File: src/rtl/mem_access_stage_pkg.sv
// Shared definitions for the MEM stage: memory-op codes, byte-lane patterns,
// address-error codes, FSM states and the request/MEM-WB payload structs.
package mem_access_stage_pkg;

  localparam logic [2:0] MOP_NONE = 3'd0;
  localparam logic [2:0] MOP_LB   = 3'd1;
  localparam logic [2:0] MOP_LW   = 3'd2;
  localparam logic [2:0] MOP_SB   = 3'd3;
  localparam logic [2:0] MOP_SW   = 3'd4;

  // Byte offset 0 lives on [31:24]; byte lanes shift right as the offset grows.
  localparam logic [3:0] LANE_B0 = 4'b1000;
  localparam logic [3:0] LANE_W  = 4'b1111;

  localparam logic [4:0] EXC_CODE_ADEL_DEF = 5'd4;
  localparam logic [4:0] EXC_CODE_ADES_DEF = 5'd5;

  typedef enum logic [0:0] {
    S_IDLE = 1'b0,
    S_BUSY = 1'b1
  } state_e;

  typedef struct packed {
    logic [3:0]  we;
    logic [31:0] wdata;
    logic [3:0]  dre;
    logic        is_load;
  } dm_txn_t;

  typedef struct packed {
    logic [4:0]  wa;
    logic        wreg;
    logic [31:0] dreg;
    logic        mreg;
    logic [3:0]  dre;
    logic [31:0] dm;
    logic        whilo;
    logic [63:0] hilo;
    logic        cp0_we;
    logic [4:0]  cp0_waddr;
    logic [31:0] cp0_wdata;
    logic        exc;
    logic [4:0]  exc_code;
    logic [31:0] badvaddr;
  } memwb_t;

  function automatic logic mop_is_mem(input logic [2:0] op);
    return (op == MOP_LB) || (op == MOP_LW) || (op == MOP_SB) || (op == MOP_SW);
  endfunction

  function automatic logic mop_is_load(input logic [2:0] op);
    return (op == MOP_LB) || (op == MOP_LW);
  endfunction

endpackage

File: src/rtl/mem_access_stage_lane_gen.sv
// Byte-lane generator: maps (op, low address bits, store data) to read-lane
// mask, bus byte write enables and lane-swapped store data.
module mem_lane_gen
  import mem_access_stage_pkg::*;
(
  input  logic [2:0]  op_i,
  input  logic [1:0]  addr_i,
  input  logic [31:0] din_i,
  output logic [3:0]  dre_o,
  output logic [3:0]  we_o,
  output logic [31:0] wdata_o
);

  logic [3:0] blane;
  assign blane = LANE_B0 >> addr_i;

  always_comb begin
    dre_o   = '0;
    we_o    = '0;
    wdata_o = '0;
    case (op_i)
      MOP_LB: dre_o = blane;
      MOP_LW: dre_o = LANE_W;
      MOP_SB: begin
        dre_o   = blane;
        we_o    = blane;
        wdata_o = {4{din_i[7:0]}};
      end
      MOP_SW: begin
        dre_o   = LANE_W;
        we_o    = LANE_W;
        wdata_o = {din_i[7:0], din_i[15:8], din_i[23:16], din_i[31:24]};
      end
      default: ;
    endcase
  end

endmodule

File: src/rtl/mem_access_stage.sv
// MEM stage + MEM/WB register with a two-state req/ack data-memory FSM.
// Define MEM_ALIGN_EXC_EN to trap misaligned LW/SW as address errors.
module mem_access_stage
  import mem_access_stage_pkg::*;
#(
  parameter int         ADDR_W        = 32,
  parameter logic [4:0] EXC_CODE_ADEL = EXC_CODE_ADEL_DEF,
  parameter logic [4:0] EXC_CODE_ADES = EXC_CODE_ADES_DEF
) (
  input  logic              clk,
  input  logic              rst_n,
  input  logic              flush_i,
  input  logic [2:0]        mem_op_i,
  input  logic [4:0]        mem_wa_i,
  input  logic              mem_wreg_i,
  input  logic [31:0]       mem_wd_i,
  input  logic [31:0]       mem_din_i,
  input  logic              mem_whilo_i,
  input  logic [63:0]       mem_hilo_i,
  input  logic              cp0_we_i,
  input  logic [4:0]        cp0_waddr_i,
  input  logic [31:0]       cp0_wdata_i,
  output logic              dm_req_o,
  output logic [3:0]        dm_we_o,
  output logic [ADDR_W-1:0] dm_addr_o,
  output logic [31:0]       dm_wdata_o,
  input  logic              dm_ack_i,
  input  logic [31:0]       dm_rdata_i,
  output logic              stall_req_o,
  output logic [4:0]        wb_wa_o,
  output logic              wb_wreg_o,
  output logic [31:0]       wb_dreg_o,
  output logic              wb_mreg_o,
  output logic [3:0]        wb_dre_o,
  output logic [31:0]       wb_dm_o,
  output logic              wb_whilo_o,
  output logic [63:0]       wb_hilo_o,
  output logic              cp0_we_o,
  output logic [4:0]        cp0_waddr_o,
  output logic [31:0]       cp0_wdata_o,
  output logic              exc_o,
  output logic [4:0]        exc_code_o,
  output logic [31:0]       badvaddr_o
);

`ifdef MEM_ALIGN_EXC_EN
  localparam bit ALIGN_EXC = 1'b1;
`else
  localparam bit ALIGN_EXC = 1'b0;
`endif

  state_e            state_q, state_d;
  dm_txn_t           txn_q, txn_d;
  logic [ADDR_W-1:0] addr_q, addr_d;
  logic              kill_q, kill_d;
  memwb_t            wb_q, wb_d;
  logic              stall, busy, misalign, ld, st;
  logic [3:0]        lg_dre, lg_we;
  logic [31:0]       lg_wdata;

  mem_lane_gen u_lane (
    .op_i    (mem_op_i),
    .addr_i  (mem_wd_i[1:0]),
    .din_i   (mem_din_i),
    .dre_o   (lg_dre),
    .we_o    (lg_we),
    .wdata_o (lg_wdata)
  );

  assign busy     = (state_q == S_BUSY);
  assign misalign = ALIGN_EXC && !busy && ((mem_op_i == MOP_LW) || (mem_op_i == MOP_SW))
                    && (mem_wd_i[1:0] != 2'b00);

  // A flushed op still launches nothing; a flush seen while BUSY only marks
  // the result for discard, the bus transaction runs to completion.
  always_comb begin
    state_d = state_q;
    txn_d   = txn_q;
    addr_d  = addr_q;
    kill_d  = kill_q;
    stall   = 1'b0;
    case (state_q)
      S_IDLE: begin
        if (mop_is_mem(mem_op_i) && !misalign && !flush_i) begin
          stall   = 1'b1;
          txn_d   = '{we: lg_we, wdata: lg_wdata, dre: lg_dre, is_load: mop_is_load(mem_op_i)};
          addr_d  = {mem_wd_i[ADDR_W-1:2], 2'b00};
          kill_d  = 1'b0;
          state_d = S_BUSY;
        end
      end
      S_BUSY: begin
        if (dm_ack_i) begin
          state_d = S_IDLE;
        end else begin
          stall = 1'b1;
          if (flush_i) kill_d = 1'b1;
        end
      end
      default: state_d = S_IDLE;
    endcase
  end

  always_comb begin
    wb_d = '0;
    ld   = busy && txn_q.is_load;
    st   = busy && !txn_q.is_load;
    if (!flush_i && !stall) begin
      if (misalign) begin
        wb_d.exc      = 1'b1;
        wb_d.exc_code = (mem_op_i == MOP_LW) ? EXC_CODE_ADEL : EXC_CODE_ADES;
        wb_d.badvaddr = mem_wd_i;
      end else if (!(busy && kill_q)) begin
        wb_d.wa        = mem_wa_i;
        wb_d.wreg      = mem_wreg_i && !st;
        wb_d.dreg      = mem_wd_i;
        wb_d.mreg      = ld;
        wb_d.dre       = ld ? txn_q.dre : 4'b0000;
        wb_d.dm        = ld ? dm_rdata_i : 32'h0;
        wb_d.whilo     = mem_whilo_i;
        wb_d.hilo      = mem_hilo_i;
        wb_d.cp0_we    = cp0_we_i;
        wb_d.cp0_waddr = cp0_waddr_i;
        wb_d.cp0_wdata = cp0_wdata_i;
      end
    end
  end

  always_ff @(posedge clk or negedge rst_n) begin
    if (!rst_n) begin
      state_q <= S_IDLE;
      txn_q   <= '0;
      addr_q  <= '0;
      kill_q  <= 1'b0;
      wb_q    <= '0;
    end else begin
      state_q <= state_d;
      txn_q   <= txn_d;
      addr_q  <= addr_d;
      kill_q  <= kill_d;
      wb_q    <= wb_d;
    end
  end

  // Bus fields are only driven while a request is open.
  assign dm_req_o    = busy;
  assign dm_we_o     = busy ? txn_q.we : 4'b0000;
  assign dm_addr_o   = busy ? addr_q : '0;
  assign dm_wdata_o  = busy ? txn_q.wdata : 32'h0;
  assign stall_req_o = stall && rst_n;

  assign wb_wa_o     = wb_q.wa;
  assign wb_wreg_o   = wb_q.wreg;
  assign wb_dreg_o   = wb_q.dreg;
  assign wb_mreg_o   = wb_q.mreg;
  assign wb_dre_o    = wb_q.dre;
  assign wb_dm_o     = wb_q.dm;
  assign wb_whilo_o  = wb_q.whilo;
  assign wb_hilo_o   = wb_q.hilo;
  assign cp0_we_o    = wb_q.cp0_we;
  assign cp0_waddr_o = wb_q.cp0_waddr;
  assign cp0_wdata_o = wb_q.cp0_wdata;
  assign exc_o       = wb_q.exc;
  assign exc_code_o  = wb_q.exc_code;
  assign badvaddr_o  = wb_q.badvaddr;

endmodule

File: config.mk
export PLATFORM = sky130hd
export DESIGN_NAME = mem_access_stage
export DESIGN_NICKNAME = d
export VERILOG_FILES = /design/src/rtl/mem_access_stage_pkg.sv /design/src/rtl/mem_access_stage_lane_gen.sv /design/src/rtl/mem_access_stage.sv
export SDC_FILE = /design/constraint.sdc
export NUM_CORES = 1
export LEC_CHECK = 0
export CAP_MARGIN = 20
export CORE_AREA = 3 3 195 197
export CTS_CLUSTER_DIAMETER = 30
export DETAILED_ROUTE_END_ITERATION = 12
export DIE_AREA = 0 0 198 200
export PLACE_DENSITY = 0.59
export SLEW_MARGIN = 20
export SYNTH_ARGS = -nofsm -noshare
export SYNTH_HDL_FRONTEND = slang
export SYNTH_SLANG_ARGS = --single-unit
File: constraint.sdc
create_clock -name clk -period 1.8 [get_ports clk]
set_input_delay 0.27 -clock clk [delete_from_list [all_inputs] [get_ports clk]]
set_output_delay 0.27 -clock clk [all_outputs]
set_load 0.02 [all_outputs]
Word-level counts from Yosys, hierarchy flattened
Cells that the tools add are included.
Cells by class
  reductions and logical operators: 18
  eq/ne operators: 7
  shift-type cells: 1
  bitwise logic cells: 1
  multiplexer cells: 17
Operators by type and width (count)
  2-to-1 mux 216 bit: 1
  2-to-1 mux 178 bit: 1
  2-to-1 mux 32 bit: 3
  case mux 32 bit (2 select lines): 1
  case mux 4 bit (2 select lines): 2
  2-to-1 mux 4 bit: 2
  logical AND 1 bit: 7
  == test 3 x 2 -> 1 bit, second input constant: 2
  != test 2 bit, second input constant: 3
  2-to-1 mux 1 bit: 5
  zero test 1 bit: 4
  case mux 1 bit (2 select lines): 2
  OR reduction 2 bit: 2
  right shift 4 x 2 -> 4 bit, first input constant: 1
  == test 3 x 1 -> 1 bit, second input constant: 1
  == test 3 bit, second input constant: 1
  logical OR 1 bit: 3
  AND reduction 3 bit: 1
  AND reduction 2 bit: 1
  NOT 1 bit: 1
Word-level totals
  logic and storage cells: 65
  register bits: 289
  output and inout bits: 286

Logic depth before layout (Yosys ltp)
Gate-level depths: netlist of the first run.
  depth in word-level cells: 10
  gate-level depth with buffers: 6
  gate-level depth less buffers: 3

Cells and area by module
A second synthesis of the first run with hierarchy kept.
Unflattened totals
  cells, all modules: 733
  area, all modules: 9736.8 sq um
By module, submodules not included
  mem_access_stage: area an instance 9242.6 sq um, cells each 676, instances 1, sequential area each 6281.0 sq um
  mem_lane_gen: area an instance 494.2 sq um, cells each 57, instances 1, sequential area each 0.0 sq um

Worst setup path after synthesis of the first run
Ideal clock, no wire load.
  kind: input -> output
  start point: input port mem_op_i[1]
  end point: output port stall_req_o
  arrival: 1.546 ns
  stages on the path: 5
  path slack: -0.016 ns
  cells stage by stage: buf_6 o21ai_0 nand3_1 clkbuf_1 a21boi_0
On the way
  longest elaborated chain between the ends: 8
  elaborated cells on any way between the ends: 11
RTL lines
  start: declaration: RTL line mem_access_stage.sv:13  | input logic [2:0] mem_op_i,
  == test 3 x 1 -> 1 bit or == test 3 x 2 -> 1 bit (tied branches): RTL line mem_access_stage_pkg.sv:48  | return (op == MOP_LB) || (op == MOP_LW) || (op == MOP_SB) || (op == MOP_SW);
  logical OR 1 bit (2 in a row): RTL line mem_access_stage_pkg.sv:48
  logical OR 1 bit (*): RTL line mem_access_stage_pkg.sv:48
  logical AND 1 bit (*): RTL line mem_access_stage.sv:84  | if (mop_is_mem(mem_op_i) && !misalign && !flush_i) begin
  2-to-1 mux 1 bit (*): RTL line mem_access_stage.sv:84
  case mux 1 bit (2 select lines) (*): RTL line mem_access_stage.sv:82  | case (state_q)
  logical AND 1 bit (*): RTL line mem_access_stage.sv:150  | assign stall_req_o = stall && rst_n;
  end: declaration: RTL line mem_access_stage.sv:29  | output logic stall_req_o,
Mark *: on every way between the ends. The rest lies on a longest branch, timed or not.

Worst setup path after layout of the first run
  start point: register state_q (netlist: dm_req_o)
  end point: output port dm_wdata_o[6]
On the way
  longest elaborated chain between the ends: 1
RTL lines
  start: declaration: RTL line mem_access_stage.sv:52  | state_e state_q, state_d;
  start signal: assignment: RTL line mem_access_stage.sv:137  | state_q <= state_d;
  2-to-1 mux 32 bit: RTL line mem_access_stage.sv:149  | assign dm_wdata_o = busy ? txn_q.wdata : 32'h0;
  end: declaration: RTL line mem_access_stage.sv:26  | output logic [31:0] dm_wdata_o,
No other way between the ends.

==> results of run 1 <==
## state kept, by name, indices dropped and copies added (netlist names), 4 cells and up
name         count
txn_q           41
wb_dreg_o       32
wb_dm_o         32
addr_q          30
wb_hilo_o       64
cp0_waddr_o      5
wb_wa_o          5
cp0_wdata_o     32
wb_dre_o         4
## per-layer routing
metal  part of all wire, %  vias to the layer above
met1                    39                     3803
met2                    49                      367
li1                      -                     3444
met3                   9.4                       67
met4                   2.9                        2
met5                 0.037                        -
## layout make-up
cell class              count  area share, %
well taps                 468          3.375
multi-input cells         416          17.34
flip-flops and latches    251          36.21
clock buffers              81          10.31
clock inverters            43          3.671
inverters                   1        0.02164
repair buffers            499          29.05
diodes                      1        0.01442
## repair_timing
item,CTS,global route
hold buffers,1,0
pin swaps,0,0
cloned,0,4
resized for setup,477,104
endpoints found under the setup margin,198,101
buffers inserted,1,1
endpoints found under the hold margin,251,0
## power by group
part | leakage [nW] | total (mW) | internal, mW | switching [mW]
registers | 3.32 | 6.50 | 6.25 | 0.245
clock network | 1.17 | 12.6 | 8.86 | 3.74
logic | 5.01 | 3.46 | 1.75 | 1.71
## Yosys cell counts (2+ instances only)
library cell and number:
dfrtp_1 251, and3_1 142, and2_1 102, mux2_2 58
buf_4 40, clkbuf_1 39, a22o_1 32, clkbuf_2 9
buf_2 6, nor2_1 6, nand2_1 5, o21ai_0 5
nand2b_1 4, o22a_1 4, nor3_1 3, buf_6 2
## logic make-up after synthesis
group,count (synthesis),share of synthesized area [%]
AND/OR/NAND/NOR,269,17.40
other,1,0.03924
multiplexers,58,6.835
AO/OA/AOI/OAI,48,4.164
flip-flops,251,65.73
buffers and inverters,97,5.735
XOR/XNOR,1,0.09168
## cell usage in the layout, fill, tap and decap left out, types with 2 or more instances in the layout
cell,instances
dfrtp_1,250
dlygate4sd2_1,130
o21ai_0,5
and2_1,64
clkinv_4,3
clkbuf_8,6
a22o_1,32
clkinv_8,2
buf_12,17
nand2_1,4
bufinv_16,12
clkdlybuf4s50_1,224
buf_4,27
clkinvlp_4,6
buf_2,15
clkinv_16,2
nand2b_1,4
and2_4,38
clkbuf_16,69
conb_1,40
buf_6,48
and3_1,142
dlymetal6s2s_1,34
inv_6,6
mux2_2,58
nor3_1,2
nor2_1,5
o22a_1,4
clkbuf_1,8
clkinv_2,12
## through the flow
stage	cells	total power [mW]	worst slack, ns	utilization [%]	hold slack (ns)
after floorplan	764	8.109	0.06871	-	-0.02559
final	1760	22.55	-0.05215	47.61	0.2605
after global placement	1628	9.985	-0.4727	40.64	0.4467
after CTS	1754	22.72	-0.1081	46.59	0.2151
after global routing	1759	23.49	-0.1157	47.61	0.2382
after detailed placement	1628	10.04	-0.4777	40.64	0.4392
## how the worst min path moves through the flow
| stage | end | slack (ns) | cells after the start |
|---|---|---|---|
| 3_3_place_gp | wb_dreg_o[30]$_DFF_PN0_ | 0.45 | 2 |
| 3_5_place_dp | wb_wreg_o$_DFF_PN0_ | 0.44 | 2 |
| 6_report | wb_dm_o[0]$_DFF_PN0_ | 0.26 | 2 |
| 2_1_floorplan | addr_q[10]$_DFFE_PN0P_ | -0.03 | 0 |
| 5_1_grt | wb_dm_o[0]$_DFF_PN0_ | 0.24 | 2 |
| 4_1_cts | wb_dm_o[0]$_DFF_PN0_ | 0.22 | 2 |
==> run_results.csv, run 1 <==
group,metric,value,unit
yosys,synth-async-reset-ratio,100.0,%
setup_path,r2r_end,"cp0_wdata_o[8]$_DFF_PN0_",
setup_path,worstSetupPathType,"reg2out",
pwr,power_density,1300,mW/mm²
timing,timing_hold_violations_final,0,
global_route,globalRoute.totalOverflow,0,
global_route,top_usage_layer,"met2",
timing,rsz0062_at_grt,"true",
yosys,yosys_warnings,0,
timing,tns,-1.646,ns
yosys,synth_seq_area_share,65.73,%
setup_path,path_max_fanout,15,
placed_design,io_buffers,457,
cells_and_area,drive_gt1_share,25.72,%
yosys,syn_inst,725,
clocking,cts_root_buffer,"clkbuf_16",
global_route,antenna_found_initial,2,
global_route,grt_use_met2,27.04,%
cells_and_area,design_area,0.01735,mm²
timing,post-route-period-util,102.9,%
placed_design,dp_hpwl,23810,µm
timing,setup_viol,64,
cells_and_area,area_growth_syn_to_layout,81.55,%
flow_run,drv_cap,0,
yosys,yosysTopAreaCell,"dfrtp_1",
setup_path,cp_common_cell,"buf_12",
setup_path,worstReg2RegStart,"dm_req_o$_DFF_PN0_",
outcome,status,"finished with violations",
drt,drt-pass1-iter-count,4,
die,initial_core_util,26.23,%
setup_path,required,1.53,ns
timing,period_minus_slack,1.852,ns
cells_and_area,nets,1448,
setup_path,cp_cell_sequence,"buf_12 -> buf_12 -> and2_1 -> buf_2",
global_route,grtUsageTotal,16.66,%
yosys,synth-seq-cells,251,
drt,wire_per_inst,19.74,µm
setup_path,timing.critical_path.from,"dm_req_o$_DFF_PN0_",
setup_path,slowest_delay,0.43,ns
clocking,clock_latency,0.57,ns
clocking,cts_tree,"done",
clocking,numClockSinks,251,
pwr,ir_drop,0.6548,mV
drt,dr_total_vias,7683,
die,die_area,0.03960,mm²
timing,slew_violations,0,
global_route,grt_max_degree,140,
die,rows,70,
yosys,syn_area_per_cell,13.18,µm²
die,core_area,0.03643,mm²
setup_path,cp_top_family,"buffers and inverters",
setup_path,startpoint_type,"flip-flop",
timing,fmax,539.9,MHz
cells_and_area,n_fill_cell,3341,
clocking,cts_buffer_depth,3,
global_route,grt_pass1_wl,50050,µm
setup_path,worstRegToRegCells,6,
setup_path,crit_slowest_cell,"dfrtp_2",
drt,routed_wl,34740,µm
pwr,leakagePower,9.510,nW
global_route,grt_util_met1,19.80,%
die,die_h,200,µm
yosys,synthTopCellsByArea,"dfrtp_1 66%, and3_1 9.3%, mux2_2 6.8%",
yosys,synth_edf_count,0,
drt,viasPerCell,4.365,
cells_and_area,multi_input_area,0.003008,mm²
timing,worst_pin_slew,0.8169,ns
placed_design,finalWeightedCongestion,0.7571,
setup_path,rrSetupSlack,0.05,ns
global_route,grt_use_met3,6.596,%
clocking,numCtsBuffers,67,
setup_path,worst-path-stages,4,
timing,fin_ws,-0.05215,ns
hold_path,hold_class,"in2reg",
setup_path,endpoint,"dm_wdata_o[6]",
drt,ant_nets,0,
cells_and_area,seq_area,0.006282,mm²
drt,drt-initial-drc-count,304,
hold_path,min-delay-start,"dm_rdata_i[0]",
global_route,grt_pass1_vias,8142,
setup_path,arrival,1.58,ns
yosys,synthDistinctLibCells,33,
timing,relSlewSlack,45.54,%
clocking,htreeDepth,3,
die,floorplan.die.width,198,µm
placed_design,dpl_cell_area,0.01481,mm²
setup_path,endpoint_kind,"primary output",
yosys,synth_area,0.009555,mm²
yosys,ys.flop_type,"dfrtp_1",
drt,drcViolationCount,0,
setup_path,crit_buf_inv,3,
clocking,cts.clk_slew.worst_paths,0.04,ns
outcome,violations,"setup timing",
yosys,yosys.area.top_type_share,65.73,%
timing,fin_skew,0.01585,ns
die,io_pins,498,
(Power assumes the default switching activity.)
==> run 2: changes to the inputs <==
--- a/config.mk
+++ b/config.mk
@@ -15,3 +15,4 @@
 export SYNTH_ARGS = -nofsm -noshare
 export SYNTH_HDL_FRONTEND = slang
 export SYNTH_SLANG_ARGS = --single-unit
+export TNS_END_PERCENT = 5
==> run 2 against run 1 <==
The flow still finishes with violations (setup timing). Clock-buffer cell count is the same. Clock skew shrank 0.00089 ns. Routed wire length shrank 0.66%. Worst setup slack lost 0.019 ns. Non-clock buffer count shrank 2. Sequential share of layout area grew 0.26 points. First-iteration DRC count shrank 11%. Clock power is essentially flat. Global-route usage is essentially flat. Critical endpoint is now dm_addr_o[23]. Largest power group unchanged. Highest routed layer unchanged.
==> run_results.csv, run 2 (synthesized netlist as in run 1, its figures left out) <==
group,metric,value,unit
timing,fin_skew,0.01496,ns
pwr,power_density,1301,mW/mm²
setup_path,path_max_fanout,15,
setup_path,rrSetupSlack,0.04,ns
pwr,ir_drop,0.6292,mV
global_route,grt_max_degree,140,
drt,dr_total_vias,7647,
setup_path,r2r_end,"cp0_wdata_o[8]$_DFF_PN0_",
clocking,cts_tree,"done",
global_route,grt_pass1_vias,8135,
cells_and_area,final_cell_mix,"250 x dfrtp_1, 224 x clkdlybuf4s50_1, 142 x and3_1, 130 x dlygate4sd2_1, 83 x and2_1",
global_route,grt_pass1_wl,49980,µm
cells_and_area,drive_gt1_share,24.13,%
placed_design,dp.cells,1628,
global_route,grtUsageTotal,16.64,%
drt,routed_wl,34510,µm
clocking,numClockSinks,251,
setup_path,arrival,1.60,ns
drt,routed.top_layer,"met5",
global_route,antenna_found_initial,2,
cells_and_area,largest_reg_flops,64,
die,io_pins,498,
placed_design,dp_slack,-0.4777,ns
setup_path,endpoint_kind,"primary output",
timing,rsz0062_at_grt,"true",
hold_path,hold_class,"in2reg",
setup_path,worstReg2RegStart,"dm_req_o$_DFF_PN0_",
cells_and_area,n_fill_cell,3366,
pwr,leakagePower,9.434,nW
drt,wire_per_inst,19.63,µm
global_route,globalRoute.totalOverflow,0,
drt,routedLengthMet1,13450,µm
timing,fin_ws,-0.07094,ns
drt,ant_nets,0,
clocking,cts_root_buffer,"clkbuf_16",
die,initial_core_util,26.23,%
placed_design,finalWeightedCongestion,0.7571,
placed_design,dp_hpwl,23810,µm
cells_and_area,area_growth_syn_to_layout,80.24,%
die,floorplan.die.width,198,µm
timing,period_minus_slack,1.871,ns
pwr,power,22.41,mW
drt,viasPerCell,4.350,
die,rows,70,
cells_and_area,nets,1446,
drt,drt-initial-drc-count,270,
drt,drt-pass1-iter-count,4,
die,die_h,200,µm
setup_path,timing.critical_path.from,"dm_req_o$_DFF_PN0_",
setup_path,startpoint_type,"flip-flop",
cells_and_area,final_common_cell,"dfrtp_1",
timing,timing_hold_violations_final,0,
timing,relSlewSlack,45.35,%
drt,drcViolationCount,0,
outcome,status,"finished with violations",
timing,slew_violations,0,
setup_path,worstRegToRegCells,6,
timing,setup_viol,63,
die,die_area,0.03960,mm²
hold_path,hold_end,"wb_dm_o[0]$_DFF_PN0_",
drt,met3_length,3310,µm
flow_run,drv_cap,0,
setup_path,worstSetupPathType,"reg2out",
drt,route.met2.wl,16740,µm
clocking,htreeDepth,3,
hold_path,holdPathStages,2,
setup_path,required,1.53,ns
timing,fmax,534.5,MHz
clocking,cts_buffer_depth,3,
timing,post-route-period-util,103.9,%
timing,worst_pin_slew,0.8197,ns
clocking,clock_latency,0.57,ns
outcome,violations,"setup timing",
clocking,numCtsBuffers,67,
clocking,cts.clk_slew.worst_paths,0.04,ns
placed_design,io_buffers,457,
cells_and_area,utilization,47.27,%
die,core_area,0.03643,mm²
cells_and_area,final_cell_count_no_fill,1758,
hold_path,min-delay-start,"dm_rdata_i[0]",
==> run 2: changes by cell type in the layout (fill, tap and decap cells not counted), sizes merged <==
cell / previous run / this run
clkdlybuf4s15: 0 / 13
buf: 108 / 93
==> run 2: area by class of cell <==
cell class / instances / area, µm² / area share (%)
diodes: 1 / 2.502 / 0.01453
clock buffers: 81 / 1789 / 10.39
clock inverters: 43 / 636.9 / 3.698
inverters: 1 / 3.754 / 0.02179
multi-input cells: 416 / 2960 / 17.19
flip-flops and latches: 251 / 6282 / 36.48
well taps: 468 / 585.6 / 3.400
repair buffers: 497 / 4962 / 28.81
==> run 2: worst max-delay path, cell delays in order (launching register included) <==
cell	delay, ns
dfrtp_2	0.44
buf_12	0.16
buf_12	0.15
and2_1	0.14
buf_2	0.15
==> run 2: per-layer routing <==
metal  vias to the layer above  track usage [%]
li1                       3438                -
met2                       375            27.01
met5                         -                0
met4                         2            7.104
met3                        66            6.596
met1                      3766            19.76
==> run 2: worst max-delay path by stage <==
stage | slack [ns] | depth (start not counted) | end
after global routing | -0.14 | 4 | dm_wdata_o[19]
after global placement | -0.47 | 5 | stall_req_o
after detailed placement | -0.48 | 5 | stall_req_o
after CTS | -0.12 | 4 | dm_wdata_o[2]
final | -0.07 | 4 | dm_addr_o[23]
after floorplan | 0.07 | 6 | txn_q[10]$_DFFE_PN0P_
==> run 2: what timing repair did <==
item / in CTS / in global routing
setup endpoints to repair: 198 / 113
gates resized for setup: 428 / 73
cloned: 0 / 3
hold endpoints to repair: 251 / 0
setup buffers: 0 / 1
hold buffers: 1 / 0
==> run 2: where the power goes <==
group | total, mW | switching, mW | internal [mW] | leakage (nW)
sequential | 6.49 | 0.238 | 6.25 | 3.32
clock | 12.6 | 3.73 | 8.85 | 1.17
combinational | 3.33 | 1.68 | 1.65 | 4.94
total | 22.4 | 5.65 | 16.8 | 9.43
==> run 2: through the flow <==
step / area (µm²) / setup TNS, ns / hold slack, ns
2_1_floorplan: 9702 / 0 / -0.02559
3_3_place_gp: 14810 / -82.10 / 0.4467
3_5_place_dp: 14810 / -83.70 / 0.4392
4_1_cts: 16980 / -5.444 / 0.2151
5_1_grt: 17220 / -9.220 / 0.2382
6_report: 17220 / -2.748 / 0.2607
==> run 3: changes to the inputs <==
--- a/config.mk
+++ b/config.mk
@@ -6,11 +6,11 @@
 export NUM_CORES = 1
 export LEC_CHECK = 0
 export CAP_MARGIN = 20
-export CORE_AREA = 3 3 195 197
+export CORE_AREA = 4 4 190 192
 export CTS_CLUSTER_DIAMETER = 30
 export DETAILED_ROUTE_END_ITERATION = 12
-export DIE_AREA = 0 0 198 200
-export PLACE_DENSITY = 0.59
+export DIE_AREA = 0 0 194 196
+export PLACE_DENSITY = 0.62
 export SLEW_MARGIN = 20
 export SYNTH_ARGS = -nofsm -noshare
 export SYNTH_HDL_FRONTEND = slang
==> run 3 against run 2 <==
The run still ends with setup timing left. Sequential power barely moved. Global-route usage rose by 0.56 points. First-iteration DRC count fell by 2.2%. Routed wire length rose by 0.25%. Clock-buffer cell count fell by 7. Total power fell by 12%. Final cell count fell by 2.2%. Cell area fell by 2.2%. Die area fell by 4.0%. Clock skew rose by 0.0083 ns. Worst setup slack got worse by 0.082 ns. Via count fell by 1.3%. Critical path type unchanged. Largest cell class unchanged. Largest power group unchanged.
==> run_results.csv, run 3 (synthesized netlist as in run 1, its figures left out) <==
group,metric,value,unit
outcome,status,"finished with violations",
outcome,violations,"setup timing",
placed_design,dp.cells,1614,
drt,routed_wl,34600,µm
hold_path,hold_class,"in2reg",
timing,setup_viol,57,
placed_design,dp_hpwl,24150,µm
drt,drcViolationCount,0,
cells_and_area,area_growth_syn_to_layout,76.25,%
drt,viasPerCell,4.386,
global_route,antenna_found_initial,2,
setup_path,startpoint_type,"flip-flop",
hold_path,min-delay-start,"dm_rdata_i[2]",
drt,drt-initial-drc-count,264,
die,core_area,0.03437,mm²
timing,fmax,512.1,MHz
cells_and_area,final_cell_count_no_fill,1720,
timing,fin_ws,-0.1527,ns
setup_path,required,1.53,ns
clocking,clock_latency,0.57,ns
setup_path,crit_buf_inv,3,
cells_and_area,largest_reg_flops,64,
clocking,cts_buffer_depth,3,
cells_and_area,nets,1435,
setup_path,slowest_delay,0.48,ns
setup_path,worstReg2RegStart,"dm_req_o$_DFF_PN0_",
timing,relSlewSlack,42.98,%
die,die_h,196,µm
global_route,grt_pass1_vias,8141,
setup_path,cp_top_family,"buffers and inverters",
setup_path,worst-path-stages,4,
cells_and_area,final_common_cell,"dfrtp_1",
setup_path,crit_slowest_cell,"dfrtp_2",
cells_and_area,n_fill_cell,3094,
setup_path,worstRegToRegCells,6,
drt,drt-pass1-iter-count,4,
global_route,grt_util_met1,20.37,%
timing,worst_pin_slew,0.8553,ns
die,die_area,0.03802,mm²
setup_path,cp_cell_sequence,"buf_6 -> clkbuf_16 -> and2_1 -> buf_4",
clocking,cts_tree,"done",
setup_path,path_max_fanout,20,
global_route,grtUsageTotal,17.20,%
die,io_pins,498,
global_route,globalRoute.totalOverflow,0,
cells_and_area,design_area,0.01684,mm²
global_route,grt_pass1_wl,51180,µm
global_route,top_usage_layer,"met2",
timing,slew_violations,0,
pwr,power_density,1171,mW/mm²
die,floorplan.die.width,194,µm
clocking,htreeDepth,2,
die,rows,68,
setup_path,endpoint,"dm_wdata_o[26]",
drt,ant_nets,0,
pwr,power,19.73,mW
global_route,grt_use_met2,29.29,%
setup_path,r2r_end,"txn_q[5]$_DFFE_PN0P_",
clocking,numClockSinks,251,
global_route,grt_max_degree,104,
timing,period_minus_slack,1.953,ns
setup_path,worstSetupPathType,"reg2out",
setup_path,endpoint_kind,"primary output",
pwr,leakagePower,9.435,nW
global_route,grt_use_met3,6.320,%
clocking,cts.clk_slew.worst_paths,0.05,ns
placed_design,dpl_cell_area,0.01480,mm²
pwr,ir_drop,0.7588,mV
timing,timing_hold_violations_final,0,
setup_path,arrival,1.68,ns
timing,fin_skew,0.02330,ns
cells_and_area,final_cell_mix,"250 x dfrtp_1, 231 x clkdlybuf4s50_1, 141 x and3_1, 99 x dlygate4sd2_1, 89 x and2_1",
timing,rsz0062_at_grt,"true",
clocking,cts_root_buffer,"clkbuf_16",
drt,dr_total_vias,7544,
flow_run,drv_cap,0,
cells_and_area,drive_gt1_share,22.09,%
die,initial_core_util,27.80,%
drt,wire_per_inst,20.12,µm
clocking,numCtsBuffers,55,
placed_design,finalWeightedCongestion,0.8186,
cells_and_area,utilization,49.00,%
timing,post-route-period-util,108.5,%
setup_path,timing.critical_path.from,"dm_req_o$_DFF_PN0_",
placed_design,io_buffers,457,
setup_path,rrSetupSlack,0.08,ns
==> run 3: cell count changes in the layout (fill, tap and decap cells not counted), sizes merged, moves of 2 or more <==
cell,change
buf,-13
bufinv,-7
clkbuf,-6
clkdlybuf4s15,+12
clkdlybuf4s50,+7
clkinv,-7
clkinvlp,-2
dlygate4sd2,-31
dlymetal6s2s,+24
inv,-4
==> run 3: area by class of cell <==
cell class	count	area (µm²)	area share, %
flip-flops and latches	251	6282	37.30
repair buffers	498	5161	30.65
multi-input cells	416	2963	17.59
clock buffers	74	1559	9.257
well taps	455	569.3	3.380
clock inverters	23	297.8	1.768
diodes	2	5.005	0.02972
inverters	1	3.754	0.02229
==> run 3: metrics by stage <==
stage | setup TNS, ns | setup WS (ns) | hold WS [ns]
after global routing | -10.30 | -0.2168 | 0.2412
after global placement | -63.32 | -0.3541 | 0.3787
after CTS | -5.179 | -0.1601 | 0.2260
final | -5.439 | -0.1527 | 0.2592
after detailed placement | -63.02 | -0.3684 | 0.3871
after floorplan | 0 | 0.06871 | -0.02559
==> run 3: layer usage <==
| metal | vias up | part of all wire, % |
|---|---|---|
| li1 | 3396 | - |
| met1 | 3720 | 39 |
| met2 | 361 | 50 |
| met3 | 65 | 8.9 |
| met4 | 2 | 2.5 |
| met5 | - | 0.038 |
==> run 3: repair_timing <==
item	in CTS	in global routing
hold buffers	1	0
resized for setup	384	96
setup endpoints to repair	167	259
endpoints found under the hold margin	186	0
cloned	1	1
pin swaps	2	3
buffers inserted	3	2
==> run 3: worst reg2reg max path: stages, from the launching register on <==
cell     delay [ns]
dfrtp_2        0.48
nor2_4         0.16
buf_4          0.12
buf_4          0.10
and3_4         0.22
buf_12         0.17
mux2_2         0.35
==> run 3: worst min path at each step <==
stage | endpoint | slack [ns] | cells past startpoint
5_1_grt | wb_dm_o[10]$_DFF_PN0_ | 0.24 | 2
3_3_place_gp | wb_dreg_o[0]$_DFF_PN0_ | 0.38 | 2
2_1_floorplan | addr_q[10]$_DFFE_PN0P_ | -0.03 | 0
6_report | wb_dm_o[2]$_DFF_PN0_ | 0.26 | 2
4_1_cts | wb_dm_o[2]$_DFF_PN0_ | 0.23 | 2
3_5_place_dp | cp0_waddr_o[0]$_DFF_PN0_ | 0.39 | 2
==> run 3: power by group <==
group          switching, mW  leakage [nW]  internal [mW]
combinational           1.70          5.20           1.70
sequential             0.235          3.32           6.25
clock                   3.12         0.906           6.73
total                   5.05          9.44           14.7
